<file path="config.mk">
export PLATFORM = sky130hd
export DESIGN_NAME = hazard_controller
export DESIGN_NICKNAME = d
export VERILOG_FILES = /design/src/rtl/hazard_pkg.sv /design/src/rtl/cycle_counter.sv /design/src/rtl/hazard_controller.sv
export SDC_FILE = /design/constraint.sdc
export NUM_CORES = 1
export LEC_CHECK = 0
export ABC_AREA = 1
export CORE_MARGIN = 2
export CORE_UTILIZATION = 44
export CTS_BUF_LIST = sky130_fd_sc_hd__clkbuf_16
export CTS_CLUSTER_DIAMETER = 200
export DETAILED_ROUTE_END_ITERATION = 6
export PLACE_DENSITY = 0.8
export SLEW_MARGIN = 20
export SYNTH_ARGS = -nofsm -noshare
export SYNTH_HDL_FRONTEND = slang
export SYNTH_SLANG_ARGS = --single-unit
</file>
<file path="constraint.sdc">
create_clock -name clk -period 2 [get_ports clk]
set_clock_uncertainty 0.2 [all_clocks]
set_input_delay 0.4 -clock clk [delete_from_list [all_inputs] [get_ports clk]]
set_output_delay 0.4 -clock clk [all_outputs]
set_load 0.005 [all_outputs]
</file>
<file path="src/rtl/hazard_pkg.sv">
// Shared encodings and constants for the pipeline hazard controller.
package hazard_pkg;

    typedef enum logic {
        RUN  = 1'b0,
        HALT = 1'b1
    } hz_state_t;

    localparam logic [31:0] SYSCALL_CONTINUE_V0 = 32'd34;
    localparam logic [4:0]  REG_ZERO            = 5'd0;
    localparam int          COUNTER_BITS        = 32;

endpackage

</file>
<file path="src/rtl/cycle_counter.sv">
// Free-running wrap-around event counter with synchronous clear.
module cycle_counter
    import hazard_pkg::*;
#(
    parameter int WIDTH = COUNTER_BITS
) (
    input  logic             clk,
    input  logic             clr,
    input  logic             en,
    output logic [WIDTH-1:0] count
);

    always_ff @(posedge clk) begin
        if (clr)
            count <= '0;
        else if (en)
            count <= count + 1'b1;
    end

endmodule

</file>
<file path="src/rtl/hazard_controller.sv">
// Stall/flush/halt control for the 5-stage pipeline plus statistics counters.
module hazard_controller
    import hazard_pkg::*;
(
    input  logic                    clk,
    input  logic                    rst,
    input  logic                    go,
    input  logic [4:0]              id_rs,
    input  logic [4:0]              id_rt,
    input  logic                    id_uses_rs,
    input  logic                    id_uses_rt,
    input  logic [4:0]              ex_write,
    input  logic                    ex_regwrite,
    input  logic                    ex_memtoreg,
    input  logic                    ex_branch_taken,
    input  logic                    ex_jump,
    input  logic                    ex_syscall,
    input  logic [31:0]             ex_v0,
    output logic                    pc_en,
    output logic                    ifid_stall,
    output logic                    idex_stall,
    output logic                    exmem_stall,
    output logic                    ifid_zero,
    output logic                    idex_zero,
    output logic                    exmem_zero,
    output logic [COUNTER_BITS-1:0] total_cycles,
    output logic [COUNTER_BITS-1:0] stall_cycles,
    output logic [COUNTER_BITS-1:0] flush_count
);

    hz_state_t state, next_state;
    logic      go_q;
    logic      load_use, flush, halt_now, go_rise;
    logic      stall_evt, flush_evt;

    assign load_use = ex_memtoreg & ex_regwrite & (ex_write != REG_ZERO) &
                      ((id_uses_rs & (id_rs == ex_write)) |
                       (id_uses_rt & (id_rt == ex_write)));
    assign flush    = ex_branch_taken | ex_jump;
    assign halt_now = (state == RUN) & ex_syscall & (ex_v0 != SYSCALL_CONTINUE_V0);
    assign go_rise  = go & ~go_q;

    always_ff @(posedge clk) begin
        if (rst) begin
            state <= RUN;
            go_q  <= 1'b0;
        end else begin
            state <= next_state;
            go_q  <= go;
        end
    end

    always_comb begin
        next_state  = state;
        pc_en       = 1'b1;
        ifid_stall  = 1'b1;
        idex_stall  = 1'b1;
        exmem_stall = 1'b1;
        ifid_zero   = 1'b0;
        idex_zero   = 1'b0;
        exmem_zero  = 1'b0;
        stall_evt   = 1'b0;
        flush_evt   = 1'b0;
        if (rst) begin
            // hold PC and clock bubbles through every stage
            pc_en      = 1'b0;
            ifid_zero  = 1'b1;
            idex_zero  = 1'b1;
            exmem_zero = 1'b1;
        end else if (state == HALT) begin
            if (go_rise) begin
                next_state = RUN;
            end else begin
                pc_en      = 1'b0;
                ifid_stall = 1'b0;
                idex_stall = 1'b0;
                exmem_zero = 1'b1;
            end
        end else if (halt_now) begin
            next_state = HALT;
            pc_en      = 1'b0;
            ifid_stall = 1'b0;
            idex_stall = 1'b0;
            exmem_zero = 1'b1;
        end else if (flush) begin
            ifid_zero = 1'b1;
            idex_zero = 1'b1;
            flush_evt = 1'b1;
        end else if (load_use) begin
            // the load moves on to MEM, so the stall self-terminates next cycle
            pc_en      = 1'b0;
            ifid_stall = 1'b0;
            idex_zero  = 1'b1;
            stall_evt  = 1'b1;
        end
    end

    cycle_counter #(.WIDTH(COUNTER_BITS)) u_total (
        .clk(clk), .clr(rst), .en(state != HALT), .count(total_cycles)
    );
    cycle_counter #(.WIDTH(COUNTER_BITS)) u_stall (
        .clk(clk), .clr(rst), .en(stall_evt), .count(stall_cycles)
    );
    cycle_counter #(.WIDTH(COUNTER_BITS)) u_flush (
        .clk(clk), .clr(rst), .en(flush_evt), .count(flush_count)
    );

endmodule

</file>
After elaboration in Yosys (flattened, before gate mapping)
Cells that the tools add are included.
- register bits after elaboration: 98
- output and inout bits: 103
- word-level logic and storage cells: 52
- add/sub/neg operators: 3
- equal/unequal tests: 3
- mux-type cells: 28
- bitwise operators: 12
- reduce and logical (&&, ||, !) cells: 1
- operators by type and width (cell ; count):
    $add A32 B1 Y32 const B ; 3
    $ne A32 B6 Y1 const B ; 1
    $mux W1 ; 28
    $eq A5 B5 Y1 ; 2
    $and A1 B1 Y1 ; 8
    $reduce_bool A5 Y1 ; 1
    $not A1 Y1 ; 2
    $or A1 B1 Y1 ; 2

Longest topological paths before layout
- depth after elaboration: 9
- depth in mapped cells: 12
- mapped depth without buffers: 12

By module
A second synthesis with hierarchy kept.
- cell total of the unflattened synthesis: 934
- area, all modules: 5999.5 µm²
- by module, submodules not included (module ; times used ; cells each ; area an instance (µm²)):
    cycle_counter ; 3 ; 263 ; 1793.0
    hazard_controller ; 1 ; 145 ; 620.6

Least setup slack after synthesis
No wires, ideal clock.
- path type: input to output
- start: input port ex_v0[31]
- end: output port pc_en
- arrival time: 1301 ps
- data required time: 1400 ps
- slack: 99 ps
- stages: 9
- buffers on the path: 0
- path through: nor2_1 > nand2_1 > nor2_1 > nand2_1 > nor2_1 > nor2_1 > a21oi_1 > o21ai_0 > nor2_1
- cells in the longest elaborated chain, start to end: 5
- ends and longest elaborated chain (item ; RTL line ; text):
    start, declared ; hazard_controller.sv:18 ; input logic [31:0] ex_v0,
    $ne A32 B6 Y1 ; hazard_controller.sv:40 ; assign halt_now = (state == RUN) & ex_syscall & (ex_v0 != SYSCALL_CONTINUE_V0);
    $and A1 B1 Y1 ; hazard_controller.sv:40 ;
    $mux W1 ; hazard_controller.sv:79 ; end else if (halt_now) begin
    $mux W1 ; hazard_controller.sv:70 ; end else if (state == HALT) begin
    $mux W1 ; hazard_controller.sv:64 ; if (rst) begin
    end, declared ; hazard_controller.sv:19 ; output logic pc_en,
No other way between the ends.

Worst setup path after layout
- start: input port ex_v0[29]
- end: output port pc_en
Same word-level chain as after synthesis.

==> metrics.txt <==
fin nets=1209; Multi-input gate area=0.00375 sq mm; critical path launch point type=input port; Syn Area/Cell=around 6.3 sq um; remaining antenna violation count after routing=0; port bufs=158; number of distinct library cells after synthesis=39; Setup crit end kind=output pin; CTS tree=yes; reg2reg path depth=11; Req. time, crit path=1.40 ns; drt drc=0; Pwr per Cell Area=479 mW/mm^2; CP arrival=1.55 ns; DR vias/cell=just over 5; placed inst area=0.00800 sq mm; total number of H-tree levels=3; Clock Sinks=roughly 100; fin crit period=2.15 ns; setup violators final=6; commonest non-fill, non-tap cell in the layout=nand2_1; cell row count=42; worst skew pair latency=0.36 ns; Slew Viols, Final=0; crit-path max FO=2; total CTS buffers=9; Clock transition at path regs=0.06 ns; reg2reg setup slack=around 0.050 ns; switch share=24.8%; pin count of the biggest net entering global routing=36; number of DRC markers in iteration 0=~480; P&R area growth vs syn=49.0%; critical path class=input port to output pin; worst hold path type=input port to register; Antenna Cells=0; failing checks=setup timing; R2R Path End=u_total.count[10]; unrepaired setup endpoints after global routing=true; Switch Pwr=about 1000 uW; first-pass GRT wire length=between 20000 and 30000 um; status=complete, but fails checks; Inst Count DP=1296; # hold bufs at CTS=0; Reg-to-Reg Start=state; hold path start=rst; Worst VDD drop=0.000384 V; final instance area=slightly below 0.009 sq mm; Area contributors post-synth=dfxtp_1 (33%), nand2_1 (16%), nor2_1 (9.8%); max cap viols=0; 1st-pass router iterations=5; final hold viol count=0; commonest non-fill, non-tap cells in the layout=nand2_1 (242), nor2_1 (124), clkdlybuf4s50_1 (96); gr usage total=23.1%; Seq/Total Area, Yosys=33.4%; area of the core=0.0131 sq mm; Gate Count Post-Synth=930; Synth warnings=0; Seq pwr share=47.1%; Post-Place Worst Slack=-0.991 ns; Yosys reg bits=98; async set-or-reset flop fraction in the synthesized netlist=0%; P_int=3150 uW; hpwl dp=12600 um; IO Pins=160; initial antenna violation count=0; GPL Wtd Cong=between 0.9 and 1; fin worst setup slack=-0.145 ns; fmax=466 MHz; WL/cell=approximately 13 um; Synth Cell Area=around 0.006 sq mm; layout cells sized above 1=between 20% and 30%; final instance count without filler cells=1329; maximum clock path buffer count=2; register area=approximately 0.002 sq mm; biggest area consumer among synthesized cells=dfxtp_1; fin crit share=107%; Min Hold Slack=around 0.16 ns; power share of the clock group=41.5%; Worst Hold Depth=2; Post-synth EDFFs=0; number of global-route vias before repair=5852; Initial Utilization=44.7%; Die W=120 um; total grt overflow=0; top_reg_cell synth=dfxtp_1; Routed WL=17900 um; post-layout util=66.6%; Die ar.=between 0.01 and 0.015 sq mm; CTS root buf=clkbuf_16; post-synth top area share=33.4%; Gate power share=11.4%; # fillers=1139; die boundary height=120 um; Lkg Pwr=0.00355 uW; routed vias=6822; Worst Hold Endpoint=state; post-synth net total=990
synthesized netlist by cell type, types with 5 or more instances:
cell type  instances
inv_2              7
a21oi_1           79
buf_1              5
xnor2_1            9
nand3_1           66
nand4_1           16
clkbuf_1           8
xor2_1            15
nand2_2            9
dfxtp_1           98
nor2_1           153
o21a_1             5
inv_1             94
o21ai_0           21
nor3_1            26
nand2_1          258
nor3_2             6
buf_6              5
nor2_2             7
nand3_2            5
final cells by class:
class,instances,area share [%]
multi-input cells,707,42.8
clock inverters,6,0.672
well taps,176,2.52
flip-flops and latches,98,22.8
clock buffers,9,2.57
repair buffers,232,24.3
inverters,101,4.36
routing by layer:
layer / global-route usage, % / wire (um) / up-vias
li1: - / - / 3405
met1: 29.1 / 7610 / 3121
met2: 39.4 / 8650 / 263
met3: 4.80 / 1290 / 33
met4: 7.65 / 341 / 0
met5: 0 / 0 / -
registers in the layout, indices dropped and copies added, names as in the netlist:
signal	count
u_total.count	32
go_q	1
u_stall.count	32
state	1
u_flush.count	32
through the flow:
| step | total power [uW] | setup TNS [ns] |
|---|---|---|
| floorplan | 2210 | 0 |
| global placement | 2460 | -41.57 |
| detailed placement | 2470 | -43.57 |
| CTS | 4180 | -0.808 |
| global route | 4340 | -1.72 |
| finish | 4190 | -0.482 |
worst max path at each step:
stage	from	end	depth (start not counted)
floorplan	ex_v0[31]	pc_en	9
finish	ex_v0[29]	pc_en	12
detailed placement	ex_v0[5]	idex_zero	11
CTS	ex_v0[2]	pc_en	12
global route	ex_v0[29]	pc_en	12
global placement	ex_v0[5]	idex_zero	11
worst max-delay path, stage by stage:
cell and delay [ns]:
clkbuf_2 0.10, nor2_1 0.09, nand2_1 0.07, nor2_2 0.12, nand2_2 0.08, nor2_2 0.12
nor2_2 0.06, a21oi_4 0.14, o21ai_4 0.08, buf_6 0.12, nor2_2 0.06, buf_2 0.11
power groups by stage:
stage	Clock (uW)	Combinational, uW	Sequential (uW)
finish	1740	479	1980
floorplan	0	184	2020
global route	1840	522	1980
detailed placement	0	452	2020
global placement	0	445	2020
CTS	1760	448	1970
cell families (layout without fill, tap and decap cells):
| family | count (synthesis) | count (layout) | synth area share [%] |
|---|---|---|---|
| adder cells (fa/ha/maj) | 3 | 3 | 0.639 |
| AND/OR/NAND/NOR | 567 | 567 | 43.1 |
| AO/OA/AOI/OAI | 112 | 112 | 10.3 |
| buffers and inverters | 125 | 348 | 8.92 |
| other | 1 | 1 | 0.0638 |
| XOR/XNOR | 24 | 24 | 3.58 |
| flip-flops | 98 | 98 | 33.4 |
what timing repair did:
item | 4_1_cts | 5_1_grt
resized for setup | 198 | 137
setup buffers | 12 | 10
setup endpoints to repair | 75 | 84
pin swaps | 60 | 56
cloned | 0 | 4
Power figures use the tool's default switching activity.
